[src/rtl/spi_slave.sv]
// SPI peripheral end: 8-bit MSB-first full-duplex frames, run-time CPOL/CPHA, pins synchronised into clk.
// Optional sticky RX overrun detection is enabled by defining SPI_SLAVE_OVERRUN_EN.
module spi_slave #(
    parameter logic [7:0] IDLE_BYTE = 8'hFF
) (
    input  logic       clk,
    input  logic       reset_n,
    input  logic       cpol,
    input  logic       cpha,
    input  logic [7:0] tx_data,
    input  logic       tx_wr,
    output logic       tx_ready,
    output logic [7:0] rx_data,
    output logic       rx_done_tick,
    input  logic       rx_rd,
    output logic       rx_overrun,
    output logic       busy,
    input  logic       sclk,
    input  logic       ss_n,
    input  logic       mosi,
    output logic       miso,
    output logic       miso_oe
);

    typedef enum logic {ST_IDLE = 1'b0, ST_XFER = 1'b1} state_t;

    state_t     state_q;
    logic [2:0] sclk_q;
    logic [2:0] ss_q;
    logic [1:0] mosi_q;
    logic [7:0] shifter_q;
    logic [7:0] si_q;
    logic [2:0] n_q;
    logic [7:0] tx_buf_q;
    logic       tx_ready_q;
    logic [7:0] rx_data_q;
    logic       rx_done_tick_q;
    logic       busy_q;
    logic       miso_oe_q;

    logic       sclk_chg_s;
    logic       lead_s;
    logic       trail_s;
    logic       sample_s;
    logic       shift_s;
    logic       ss_fall_s;
    logic       ss_rise_s;
    logic       load_s;
    logic [7:0] load_byte_s;

    // Bit [1] is the synchronised level; bit [2] is its delayed copy for edge detection.
    always_ff @(posedge clk or negedge reset_n) begin
        if (!reset_n) begin
            sclk_q <= 3'b000;
            ss_q   <= 3'b111;
            mosi_q <= 2'b00;
        end else begin
            sclk_q <= {sclk_q[1:0], sclk};
            ss_q   <= {ss_q[1:0], ss_n};
            mosi_q <= {mosi_q[0], mosi};
        end
    end

    assign sclk_chg_s  = sclk_q[1] ^ sclk_q[2];
    assign lead_s      = sclk_chg_s & (sclk_q[1] != cpol);
    assign trail_s     = sclk_chg_s & (sclk_q[1] == cpol);
    assign sample_s    = cpha ? trail_s : lead_s;
    assign shift_s     = cpha ? lead_s : trail_s;
    assign ss_fall_s   = ~ss_q[1] & ss_q[2];
    assign ss_rise_s   = ss_q[1] & ~ss_q[2];
    assign load_byte_s = tx_ready_q ? IDLE_BYTE : tx_buf_q;
    assign load_s      = ((state_q == ST_IDLE) && ss_fall_s && !cpha) ||
                         ((state_q == ST_XFER) && !ss_rise_s && shift_s && (n_q == 3'd0));

    // Transfer FSM with shifter, receive path and TX holding register.
    always_ff @(posedge clk or negedge reset_n) begin
        if (!reset_n) begin
            state_q        <= ST_IDLE;
            shifter_q      <= 8'h00;
            si_q           <= 8'h00;
            n_q            <= 3'd0;
            tx_buf_q       <= 8'h00;
            tx_ready_q     <= 1'b1;
            rx_data_q      <= 8'h00;
            rx_done_tick_q <= 1'b0;
            busy_q         <= 1'b0;
            miso_oe_q      <= 1'b0;
        end else begin
            rx_done_tick_q <= 1'b0;
            if (load_s) begin
                shifter_q  <= load_byte_s;
                tx_ready_q <= 1'b1;
            end
            // A write in the same cycle as a load keeps the new byte pending.
            if (tx_wr) begin
                tx_buf_q   <= tx_data;
                tx_ready_q <= 1'b0;
            end
            case (state_q)
                ST_IDLE: begin
                    if (ss_fall_s) begin
                        state_q   <= ST_XFER;
                        busy_q    <= 1'b1;
                        miso_oe_q <= 1'b1;
                        n_q       <= 3'd0;
                    end
                end
                ST_XFER: begin
                    if (ss_rise_s) begin
                        state_q   <= ST_IDLE;
                        busy_q    <= 1'b0;
                        miso_oe_q <= 1'b0;
                        n_q       <= 3'd0;
                    end else begin
                        if (shift_s && (n_q != 3'd0)) begin
                            shifter_q <= {shifter_q[6:0], 1'b0};
                        end
                        if (sample_s) begin
                            si_q <= {si_q[6:0], mosi_q[1]};
                            n_q  <= n_q + 3'd1;
                            if (n_q == 3'd7) begin
                                rx_data_q      <= {si_q[6:0], mosi_q[1]};
                                rx_done_tick_q <= 1'b1;
                            end
                        end
                    end
                end
                default: begin
                    state_q <= ST_IDLE;
                end
            endcase
        end
    end

`ifdef SPI_SLAVE_OVERRUN_EN
    logic rx_valid_q;
    logic rx_overrun_q;

    // Unread-byte tracking; a new byte arriving over an unread one is sticky until rx_rd.
    always_ff @(posedge clk or negedge reset_n) begin
        if (!reset_n) begin
            rx_valid_q   <= 1'b0;
            rx_overrun_q <= 1'b0;
        end else begin
            if (rx_done_tick_q) begin
                rx_valid_q <= 1'b1;
            end else if (rx_rd) begin
                rx_valid_q <= 1'b0;
            end
            if (rx_rd) begin
                rx_overrun_q <= 1'b0;
            end else if (rx_done_tick_q && rx_valid_q) begin
                rx_overrun_q <= 1'b1;
            end
        end
    end

    assign rx_overrun = rx_overrun_q;
`else
    logic unused_rx_rd_s;
    assign unused_rx_rd_s = rx_rd;
    assign rx_overrun     = 1'b0;
`endif

    assign tx_ready     = tx_ready_q;
    assign rx_data      = rx_data_q;
    assign rx_done_tick = rx_done_tick_q;
    assign busy         = busy_q;
    assign miso         = shifter_q[7];
    assign miso_oe      = miso_oe_q;

endmodule

[config.mk]
export PLATFORM = sky130hd
export DESIGN_NAME = spi_slave
export DESIGN_NICKNAME = d
export VERILOG_FILES = /design/src/rtl/spi_slave.sv
export SDC_FILE = /design/constraint.sdc
export NUM_CORES = 1
export LEC_CHECK = 0
export CAP_MARGIN = 5
export CORE_ASPECT_RATIO = 1.25
export CORE_UTILIZATION = 53
export CTS_CLUSTER_SIZE = 14
export DETAILED_ROUTE_END_ITERATION = 8
export HOLD_SLACK_MARGIN = 0.12
export MAX_ROUTING_LAYER = met4
export PLACE_DENSITY = 0.88
export SLEW_MARGIN = 20
export SYNTH_ARGS = -nofsm -noshare
export SYNTH_HDL_FRONTEND = slang
export SYNTH_SLANG_ARGS = --single-unit
export TNS_END_PERCENT = 5
[constraint.sdc]
create_clock -name clk -period 2.32 [get_ports clk]
set_input_delay 0.464 -clock clk [delete_from_list [all_inputs] [get_ports clk]]
set_output_delay 0.464 -clock clk [all_outputs]
set_load 0.005 [all_outputs]
# ---- Word level (Yosys, flattened, before mapping)
# Cells that the tools add are included.
dict set report word_totals {
  input_bits 17
  regBits 46
  output_inout_bits 14
  wordCells 67
}
dict set report classes {
  reduce_logical 16
  bitwise_logic 9
  n_addsub 1
  mux 23
  eq_ne 6
}
# operator count
set op_table {}
lappend op_table {{8-bit two-way mux} 5}
lappend op_table {{1-bit two-way mux} 12}
lappend op_table {{3-bit two-way mux} 3}
lappend op_table {{1-bit logical AND} 6}
lappend op_table {{3-bit one-hot mux with 2 select lines} 1}
lappend op_table {{1-bit AND} 4}
lappend op_table {{1-bit NOT} 4}
lappend op_table {{1-bit one-hot mux with 2 select lines} 2}
lappend op_table {{2-bit AND reduction} 2}
lappend op_table {{4-bit AND reduction} 1}
lappend op_table {{3-bit by 1-bit adder with 3-bit output, second input constant} 1}
lappend op_table {{3-bit == test, second input constant} 1}
lappend op_table {{3-bit zero test} 1}
lappend op_table {{3-bit by 1-bit inequality test with 1-bit output, second input constant} 1}
lappend op_table {{3-bit AND reduction} 1}
lappend op_table {{3-bit nonzero test} 1}
lappend op_table {{1-bit zero test} 2}
lappend op_table {{2-bit by 1-bit inequality test with 1-bit output, second input constant} 1}
lappend op_table {{2-bit inequality test, second input constant} 1}
lappend op_table {{2-bit nonzero test} 1}
lappend op_table {{1-bit == test} 1}
lappend op_table {{1-bit logical OR} 1}
lappend op_table {{1-bit inequality test} 1}
lappend op_table {{1-bit XOR} 1}

# ---- Logic depth before layout (Yosys ltp)
# Gate-level depths: netlist of run 1.
dict set report logic_depth {
  word_depth 11
  ltp_mapped 6
  depth_no_buf 5
}

# ---- Worst setup path after synthesis of run 1
# No wires, ideal clock.
dict set report synth_path {
  kind {reg-to-reg}
  from {reg ss_q[2]}
  to {reg rx_data_q[2] (netlist: rx_data[2])}
  t_required_ns 2.195
  path_buffers 1
  slack_ns 0.493
  arrival_time_ns 1.702
  setup_time_ns 0.125
  path_stages_with_launch 7
  synth_period_minus_slack_ns 1.827
  path_cell_list {dfstp_2 > nand2b_1 > and2_1 > clkbuf_1 > nand3_1 > inv_2 > mux2_2}
}
dict set report synth_via {
  elab_chain_len 4
}
# element line_no
set synth_lines {}
lappend synth_lines {{start, declared} 29} ;# logic [2:0] ss_q;
lappend synth_lines {{start signal, assigned} 59} ;# ss_q <= {ss_q[1:0], ss_n};
lappend synth_lines {{1-bit NOT} 70} ;# assign ss_rise_s = ss_q[1] & ~ss_q[2];
lappend synth_lines {{1-bit AND} 70}
lappend synth_lines {{1-bit NOT (no line)} n/a}
lappend synth_lines {{4-bit AND reduction (no line)} n/a}
lappend synth_lines {{end signal, assigned} 122} ;# rx_data_q <= {si_q[6:0], mosi_q[1]};
lappend synth_lines {{end, declared} 36} ;# logic [7:0] rx_data_q;
# No other way between the ends.
# A chain may end at the register's enable or synchronous reset.

# ---- Final worst setup path of run 1
dict set report layout_path {
  from {in cpha}
  to {reg si_q[0]}
}
dict set report layout_via {
  elab_chain_len 2
}
# element line_no
set layout_lines {}
lappend layout_lines {{start, declared} 9} ;# input logic cpha,
lappend layout_lines {{1-bit two-way mux} 67} ;# assign sample_s = cpha ? trail_s : lead_s;
lappend layout_lines {{3-bit AND reduction (no line)} n/a}
lappend layout_lines {{end signal, assigned} 119} ;# si_q <= {si_q[6:0], mosi_q[1]};
lappend layout_lines {{end, declared} 32} ;# logic [7:0] si_q;
# No other way between the ends.

==> results of run 1 <==
cells in the final DEF, fill, tap and decap left out:
cell,count
a21oi_1,4
nand2b_1,4
dfstp_2,4
xnor2_1,1
a211oi_1,2
nand3_1,1
a221oi_1,1
buf_4,9
dfrtp_1,42
o21ai_0,13
mux2_1,4
clkbuf_8,6
clkdlybuf4s50_1,27
a41oi_1,1
and3_1,1
ha_1,3
and2_1,1
dlygate4sd3_1,1
nor2b_1,4
nor4b_2,1
nor2_1,16
inv_2,1
nand2_1,11
mux2_2,19
conb_1,1
xor2_2,1
mux2i_1,3
nor2_2,1
buf_2,1
o211ai_1,7
mux2i_2,1
a32o_1,7
bufinv_16,2
inv_1,4
stage by stage:
stage	utilization, %	setup TNS, ns
6_report	70.5	0
5_1_grt	70.5	0
4_1_cts	70.5	0
3_5_place_dp	66.2	-0.530
3_3_place_gp	66.2	0
2_1_floorplan	-	0
power by group through the flow:
stage	Sequential [mW]	Combinational [mW]	Clock, mW
floorplan	1.05	0.296	0
global placement	1.08	0.411	0
detailed placement	1.10	0.448	0
CTS	1.08	0.459	0.735
global route	1.11	0.507	0.770
finish	1.09	0.456	0.720
worst register-to-register path, cell delays in order (launching register included):
cell and delay, ns:
dfstp_2 0.54, nand2b_1 0.22, and2_1 0.37, nand3_1 0.21, inv_2 0.18, mux2_2 0.35
metal layers:
metal,GRT usage (%),vias to the layer above
li1,-,659
met1,28.3,743
met5,-,-
met2,45.0,53
met4,11.4,0
met3,4.94,17
logic make-up (layout without fill, tap and decap cells):
family / count (synthesis) / in the layout
AND/OR/NAND/NOR: 40 / 40
adder cells (fa/ha/maj): 3 / 3
flip-flops: 46 / 46
multiplexers: 27 / 27
XOR/XNOR: 2 / 2
AO/OA/AOI/OAI: 35 / 35
other: 1 / 1
buffers and inverters: 13 / 51
layout make-up:
cell class | instances | area, µm² | share of cell area (%)
well taps | 39 | 48.8 | 1.94
repair buffers | 38 | 353 | 14.0
inverters | 5 | 18.8 | 0.745
clock buffers | 6 | 82.6 | 3.28
multi-input cells | 108 | 800 | 31.7
flip-flops and latches | 46 | 1160 | 45.9
clock inverters | 2 | 60.1 | 2.38
registers in the layout (all words and copies together), names as in the netlist:
signal        count
tx_buf_q          8
shifter_q         8
rx_done_tick      1
tx_ready          1
n_q               3
si_q              7
rx_data           8
sclk_q            3
mosi_q            2
ss_q              3
state_q           1
miso_oe           1
worst paths after layout:
kind	cells past startpoint	start	end
setup / recovery	6	cpha	si_q[0]
hold / removal	0	sclk_q[0]	sclk_q[1]
setup reg to reg	5	ss_q[2]	rx_data[2]
hold reg to reg	0	sclk_q[0]	sclk_q[1]
max in group asynchronous	3	reset_n	ss_q[2]
min in group asynchronous	2	reset_n	shifter_q[7]
==> impl_metrics.env, run 1 <==
export IMPL_die_h_um=71.0
export IMPL_layout_min_cycle_time_ns=2.08
export IMPL_rows=24
export IMPL_finClkSkew_ns=0.00622
export IMPL_dr_pass1_iters=4
export IMPL_synth_async_sr_flop_share_pct=100
export IMPL_critPathKind="in2reg"
export IMPL_timing_final_ws_setup_ns=0.237
export IMPL_dpl_cell_area_mm2=0.00237
export IMPL_holdBufCountCts=1
export IMPL_via_per_inst=6.03
export IMPL_dp_hpwl_mm=3.15
export IMPL_syn_num_nets=187
export IMPL_rrSetupSlack_ns=0.34
export IMPL_synthCells=167
export IMPL_finalPower_mw=2.26
export IMPL_irDropWorstVdd_uv=704
export IMPL_cts_path_max_buffers=2
export IMPL_synth_xor_area_share_pct=1.24
export IMPL_highest_layer="met4"
export IMPL_powerDensity_mw_per_mm2=899
export IMPL_core_area_mm2=0.00357
export IMPL_power_share_clock_pct=31.8
export IMPL_htreeDepth=2
export IMPL_synth_warnings=0
export IMPL_antenna_left=0
export IMPL_grt_usage_pct=25.8
export IMPL_dieArea_mm2=0.00406
export IMPL_path_cells="clkdlybuf4s50_1 -> xnor2_1 -> buf_4 -> mux2i_1 -> nor2_2 -> mux2_2"
export IMPL_synthAdderAreaFrac_pct=1.86
export IMPL_cts_sinks=46
export IMPL_fin_area_mm2=0.00252
export IMPL_syn2layout_area_growth_pct=25.0
export IMPL_wl_per_cell_um=17.9
export IMPL_ys_ff_latch=46
export IMPL_cts_inserted_buffers=5
export IMPL_internal_power_mw=1.68
export IMPL_clkTransAtPathRegs_ns=0.08
export IMPL_critical_path_slowest_cell="clkdlybuf4s50_1"
export IMPL_finalNetCount=224
export IMPL_max_stage_delay_ns=0.44
export IMPL_slew_headroom_pct=66.5
export IMPL_boundaryPins=31
export IMPL_root_buffer="clkbuf_8"
export IMPL_grt_max_degree=20
export IMPL_clock_latency_ns=0.30
export IMPL_dp_cells=235
export IMPL_finalMaxSlewViolations=0
export IMPL_ys_seq_area_share_pct=57.4
export IMPL_m1WireLength_mm=1.64
export IMPL_avgSynthCellArea_um2=12.1
export IMPL_final_setup_viol_count=0
export IMPL_synth_cell_type_count=32
export IMPL_post_synth_top_count_cell="dfrtp_1"
export IMPL_hold_viol=0
export IMPL_synth_common_cells="dfrtp_1 (42), mux2_2 (19), nor2_1 (16)"
export IMPL_p_switching_uw=588
export IMPL_drt_initial_drc_count=51
export IMPL_drc=0
export IMPL_yosysTopAreaCell="dfrtp_1"
export IMPL_synth_top_family_by_area="multiplexers"
export IMPL_synth_top_cells_by_area="dfrtp_1 (52%), mux2_2 (11%), dfstp_2 (5.2%), a32o_1 (3.5%), o21ai_0 (3.2%)"
export IMPL_vias=1472
export IMPL_min_period_over_period_pct=89.8
export IMPL_end_kind="register"
export IMPL_grt_pass1_vias=1641
export IMPL_wl_met3_um=167
export IMPL_grt_pass1_wl_mm=7.66
export IMPL_insertedDiodeCount=0
export IMPL_cts_tree="yes"
export IMPL_pre_cts_ws_ns=-0.0528
export IMPL_drive_above_1_share_pct=22.4
export IMPL_critPathBufInv=2
export IMPL_maxCapViolCount=0
export IMPL_synth_main_ff_cell="dfrtp_1"
export IMPL_critPathRequiredTime_ns=2.51
export IMPL_synth_simple_gate_area_share_pct=9.44
export IMPL_holdWs_ns=0.357
export IMPL_wl_mm=4.36
export IMPL_tightest_slew_ns=0.489
export IMPL_grt_overflow_total=0
export IMPL_p_leak_nw=1.09
export IMPL_synth_edf_count=0
export IMPL_hold_class="reg2reg"
export IMPL_status="complete, no violations"
export IMPL_worstPathArrival_ns=2.27
export IMPL_rsz0062_at_grt="false"
export IMPL_finalNonFillerCells=244
export IMPL_synth_area_mm2=0.00202
export IMPL_synth_top_cell_area_share_pct=52.1
export IMPL_ctsResizeCount=0
export IMPL_portBuffers=28
export IMPL_wl_met2_mm=2.41
export IMPL_fmax_mhz=480
export IMPL_die_w_um=57.2
export IMPL_start_kind="primary input"
export IMPL_p_sw_share_pct=26.0
export IMPL_critPathMaxFanout=7
export IMPL_synth_compound_area_share_pct=11.9
export IMPL_cp_top_family="multiplexers"
export IMPL_comb_power_share_pct=20.1
export IMPL_seqPwrFrac_pct=48.0
export IMPL_fillCellCount=222
export IMPL_antenna_found_initial=0
export IMPL_start_util_pct=56.4
export IMPL_synth_mux_area_share_pct=15.0
export IMPL_cts_setup_buffers=0
export IMPL_gp_congestion=0.905
Note: power is estimated with default switching activity, not from simulation.
==> run 2: changes to the inputs <==
--- a/config.mk
+++ b/config.mk
@@ -7,12 +7,12 @@
 export LEC_CHECK = 0
 export CAP_MARGIN = 5
 export CORE_ASPECT_RATIO = 1.25
-export CORE_UTILIZATION = 53
+export CORE_UTILIZATION = 40
 export CTS_CLUSTER_SIZE = 14
 export DETAILED_ROUTE_END_ITERATION = 8
 export HOLD_SLACK_MARGIN = 0.12
 export MAX_ROUTING_LAYER = met4
-export PLACE_DENSITY = 0.88
+export PLACE_DENSITY = 0.71
 export SLEW_MARGIN = 20
 export SYNTH_ARGS = -nofsm -noshare
 export SYNTH_HDL_FRONTEND = slang
==> run 2 against run 1 <==
Against the previous run: sequential power hardly changed; wire length decreased by 18%; cell area down 0.35%; clock power decreased by 30%; die area grew 31%; first-iteration DRC count fell by 35%; combinational power down 4%; critical path type unchanged.
==> impl_metrics.env, run 2 (synthesized netlist as in run 1, its figures left out) <==
export IMPL_status="complete, no violations"
export IMPL_grt_pass1_vias=1354
export IMPL_drive_above_1_share_pct=23.7
export IMPL_cts_tree="yes"
export IMPL_start_kind="primary input"
export IMPL_drc=0
export IMPL_dpl_cell_area_mm2=0.00241
export IMPL_layout_min_cycle_time_ns=2.01
export IMPL_via_per_inst=5.10
export IMPL_critical_path_slowest_cell="clkdlybuf4s50_1"
export IMPL_wl_mm=3.58
export IMPL_grt_usage_pct=15.6
export IMPL_end_kind="register"
export IMPL_r2r_start="ss_q[1]"
export IMPL_final_setup_viol_count=0
export IMPL_irDropWorstVdd_uv=664
export IMPL_core_area_mm2=0.00480
export IMPL_die_h_um=81.4
export IMPL_holdWs_ns=0.229
export IMPL_rows=28
export IMPL_cts_path_max_buffers=2
export IMPL_dp_hpwl_mm=2.48
export IMPL_rsz0062_at_grt="false"
export IMPL_critPathBufInv=2
export IMPL_cts_setup_buffers=0
export IMPL_htreeDepth=2
export IMPL_critPathRequiredTime_ns=2.51
export IMPL_grt_pass1_wl_mm=6.13
export IMPL_wl_per_cell_um=13.4
export IMPL_worstPathArrival_ns=2.19
export IMPL_r2r_cells=5
export IMPL_final_cell_mix="dfrtp_1 (42), clkdlybuf4s50_1 (27), mux2_2 (19)"
export IMPL_cts_inserted_buffers=5
export IMPL_rrSetupSlack_ns=0.61
export IMPL_finalNetCount=226
export IMPL_start_util_pct=42.0
export IMPL_cp_num_cells=6
export IMPL_finClkSkew_ns=0.0103
export IMPL_insertedDiodeCount=0
export IMPL_hold_viol=0
export IMPL_syn2layout_area_growth_pct=24.5
export IMPL_path_cells="clkdlybuf4s50_1 -> xnor2_1 -> mux2i_1 -> buf_4 -> nor2_2 -> mux2_2"
export IMPL_fmax_mhz=498
export IMPL_powerDensity_mw_per_mm2=804
export IMPL_critPathMaxFanout=7
export IMPL_die_w_um=65.5
export IMPL_portBuffers=28
export IMPL_max_stage_delay_ns=0.47
export IMPL_grt_overflow_total=0
export IMPL_clkTransAtPathRegs_ns=0.09
export IMPL_dr_pass1_iters=4
export IMPL_tightest_slew_ns=0.578
export IMPL_holdBufCountCts=0
export IMPL_layout_commonest_cell="dfrtp_1"
export IMPL_boundaryPins=31
export IMPL_r2r_end="shifter_q[2]"
export IMPL_gp_congestion=0.788
export IMPL_min_period_over_period_pct=86.5
export IMPL_setup_tns_ns=0
export IMPL_antenna_left=0
export IMPL_vias=1362
export IMPL_ctsResizeCount=0
export IMPL_clock_latency_ns=0.29
export IMPL_maxCapViolCount=0
export IMPL_finalMaxSlewViolations=0
export IMPL_p_leak_nw=1.08
export IMPL_hold_class="in2async"
export IMPL_drt_initial_drc_count=33
export IMPL_antenna_found_initial=0
export IMPL_cts_sinks=46
export IMPL_root_buffer="clkbuf_8"
export IMPL_grt_max_degree=47
export IMPL_dieArea_mm2=0.00533
export IMPL_critPathKind="in2reg"
export IMPL_slew_headroom_pct=61.5
export IMPL_fin_area_mm2=0.00251
export IMPL_cp_top_family="buffers and inverters"
-- run 2: cell count changes in the layout (fill, tap and decap cells not counted) --
cell and change:
dlygate4sd3_1 -1, buf_4 +3, clkinv_2 +1, clkinvlp_4 +1
bufinv_16 -2
-- run 2: stage by stage --
stage	instances	setup WS [ns]	power (mW)	utilization [%]
2_1_floorplan	167	0.493	1.35	-
3_3_place_gp	259	0.00418	1.52	50.3
3_5_place_dp	259	0.00352	1.53	50.3
4_1_cts	267	0.309	2.04	52.3
5_1_grt	267	0.231	2.14	52.3
6_report	267	0.314	2.02	52.3
-- run 2: metal layers --
metal	vias up	GRT usage [%]	share of wire (%)
met5	-	-	0
met4	0	5.87	1.5
met3	5	4.21	3.9
met2	22	24.5	48
met1	674	19.3	47
li1	661	-	-
-- run 2: area by class of cell --
type / count / area (µm²)
Clock buffer: 6 / 82.6
Multi-Input combinational cell: 108 / 800
Clock inverter: 2 / 12.5
Inverter: 5 / 18.8
Sequential cell: 46 / 1160
Timing Repair Buffer: 40 / 365
Fill cell: 427 / 2290
Tap cell: 60 / 75.1
-- run 2: power breakdown --
part           switching (mW)  total [mW]  internal, mW
Sequential              0.108        1.07         0.967
Combinational           0.184       0.438         0.254
Clock                   0.266       0.505         0.240
-- run 2: worst max-delay path by stage --
stage	from	to	slack [ns]
finish	cpol	si_q[3]	0.31
floorplan	ss_q[2]	rx_data[2]	0.49
global route	cpol	si_q[1]	0.23
CTS	cpol	rx_data[2]	0.31
global placement	cpol	si_q[6]	0.004
detailed placement	cpol	si_q[3]	0.004
-- run 2: worst reg2reg max path: stages, from the launching register on --
cell and delay, ns:
dfstp_2 0.57, nand2b_1 0.15, and2_1 0.21, buf_4 0.17
and3_1 0.27, a32o_1 0.23
==> run 3: changes to the inputs <==
--- a/config.mk
+++ b/config.mk
@@ -10,9 +10,10 @@
 export CORE_UTILIZATION = 40
 export CTS_CLUSTER_SIZE = 14
 export DETAILED_ROUTE_END_ITERATION = 8
-export HOLD_SLACK_MARGIN = 0.12
+export HOLD_SLACK_MARGIN = 0.08
 export MAX_ROUTING_LAYER = met4
 export PLACE_DENSITY = 0.71
+export REMOVE_ABC_BUFFERS = 1
 export SLEW_MARGIN = 20
 export SYNTH_ARGS = -nofsm -noshare
 export SYNTH_HDL_FRONTEND = slang
==> run 3 against run 2 <==
Against the previous run: via count up 2.1%; clock power down 4.0%; sequential share of layout area down 0.39 points; combinational power up 3%; largest power group unchanged.
==> impl_metrics.env, run 3 (synthesized netlist as in run 1, its figures left out) <==
export IMPL_cts_tree="yes"
export IMPL_cp_top_family="buffers and inverters"
export IMPL_die_w_um=65.5
export IMPL_worstSetupEndpoint="rx_data[2]"
export IMPL_r2r_start="ss_q[1]"
export IMPL_root_buffer="clkbuf_8"
export IMPL_rows=28
export IMPL_rrSetupSlack_ns=0.60
export IMPL_hold_viol=0
export IMPL_insertedDiodeCount=0
export IMPL_cts_path_max_buffers=2
export IMPL_cts_inserted_buffers=5
export IMPL_wl_met3_um=119
export IMPL_gp_congestion=0.917
export IMPL_maxCapViolCount=0
export IMPL_finalNetCount=230
export IMPL_htreeDepth=2
export IMPL_holdWs_ns=0.353
export IMPL_holdBufCountCts=1
export IMPL_grt_pass1_wl_mm=6.51
export IMPL_dp_cells=262
export IMPL_vias=1390
export IMPL_boundaryPins=31
export IMPL_drc=0
export IMPL_end_kind="register"
export IMPL_cp_num_cells=6
export IMPL_wl_per_cell_um=14.1
export IMPL_via_per_inst=5.13
export IMPL_critPathMaxFanout=7
export IMPL_start_util_pct=42.0
export IMPL_path_cells="clkdlybuf4s50_1 -> xnor2_1 -> mux2i_1 -> nand3_1 -> inv_2 -> mux2_2"
export IMPL_grt_pass1_vias=1426
export IMPL_fmax_mhz=495
export IMPL_status="complete, no violations"
export IMPL_cts_sinks=46
export IMPL_grt_overflow_total=0
export IMPL_r2r_cells=5
export IMPL_irDropWorstVdd_uv=623
export IMPL_finClkSkew_ns=0.00653
export IMPL_core_area_mm2=0.00480
export IMPL_critPathRequiredTime_ns=2.51
export IMPL_hold_class="reg2reg"
export IMPL_dr_pass1_iters=4
export IMPL_start_kind="primary input"
export IMPL_layout_min_cycle_time_ns=2.02
export IMPL_dieArea_mm2=0.00533
export IMPL_grt_max_degree=20
export IMPL_wl_met2_mm=1.92
export IMPL_min_period_over_period_pct=87.0
export IMPL_critPathLaunch="cpha"
export IMPL_antenna_left=0
export IMPL_rsz0062_at_grt="false"
export IMPL_die_h_um=81.4
export IMPL_highest_layer="met4"
export IMPL_finalNonFillerCells=271
export IMPL_clock_latency_ns=0.30
export IMPL_clkTransAtPathRegs_ns=0.08
export IMPL_ctsResizeCount=0
export IMPL_critical_path_slowest_cell="clkdlybuf4s50_1"
export IMPL_syn2layout_area_growth_pct=25.6
export IMPL_worstPathArrival_ns=2.20
export IMPL_r2r_end="shifter_q[7]"
export IMPL_final_setup_viol_count=0
export IMPL_critPathKind="in2reg"
export IMPL_layout_commonest_cell="dfrtp_1"
export IMPL_powerDensity_mw_per_mm2=793
export IMPL_portBuffers=28
export IMPL_antenna_found_initial=0
export IMPL_drt_initial_drc_count=32
export IMPL_p_leak_nw=1.09
export IMPL_drive_above_1_share_pct=23.7
export IMPL_critPathBufInv=2
export IMPL_max_stage_delay_ns=0.50
export IMPL_grt_usage_pct=17.0
export IMPL_final_cell_mix="dfrtp_1 (42), clkdlybuf4s50_1 (27), mux2_2 (19)"
export IMPL_dp_hpwl_mm=2.73
export IMPL_cts_setup_buffers=0
export IMPL_m1WireLength_mm=1.71
export IMPL_finalMaxSlewViolations=0
export IMPL_wl_mm=3.82
==> run 3: changes by cell type in the layout (fill, tap and decap cells not counted) <==
cell / before / now
clkbuf_1: 0 / 2
dlygate4sd3_1: 0 / 1
buf_4: 12 / 15
clkbuf_8: 6 / 5
clkinv_2: 1 / 0
==> run 3: area by class of cell <==
cell class	count	area, µm²
fillers	404	2270
clock buffers	7	76.3
inverters	5	18.8
multi-input cells	108	800
clock inverters	1	7.51
flip-flops and latches	46	1160
well taps	60	75.1
repair buffers	44	398
==> run 3: worst min path at each step <==
| stage | start | endpoint | slack, ns | cells after the start |
|---|---|---|---|---|
| floorplan | reset_n | miso_oe | 0.17 | 0 |
| global placement | mosi_q[0] | mosi_q[1] | 0.34 | 0 |
| detailed placement | sclk_q[0] | sclk_q[1] | 0.34 | 0 |
| CTS | sclk_q[0] | sclk_q[1] | 0.36 | 0 |
| global route | sclk_q[0] | sclk_q[1] | 0.36 | 0 |
| finish | sclk_q[0] | sclk_q[1] | 0.35 | 0 |
==> run 3: layer usage <==
metal	vias to the layer above	GRT usage (%)
li1	668	-
met1	693	20.7
met2	24	27.3
met3	5	3.79
met4	0	6.52
met5	-	-
==> run 3: stage by stage <==
stage / setup slack (ns) / instance area (µm²) / util, % / power, mW / TNS (ns)
floorplan: 0.546 / 1970 / - / 1.34 / 0
global placement: -0.00126 / 2440 / 50.8 / 1.52 / -0.00668
detailed placement: -0.00961 / 2440 / 50.8 / 1.54 / -0.0457
CTS: 0.296 / 2530 / 52.7 / 2.02 / 0
global route: 0.110 / 2530 / 52.7 / 2.13 / 0
finish: 0.301 / 2530 / 52.7 / 2.01 / 0
==> run 3: where the power goes <==
group,total [mW],switching (mW),internal [mW]
Sequential,1.07,0.107,0.967
Combinational,0.449,0.189,0.260
Clock,0.485,0.271,0.214
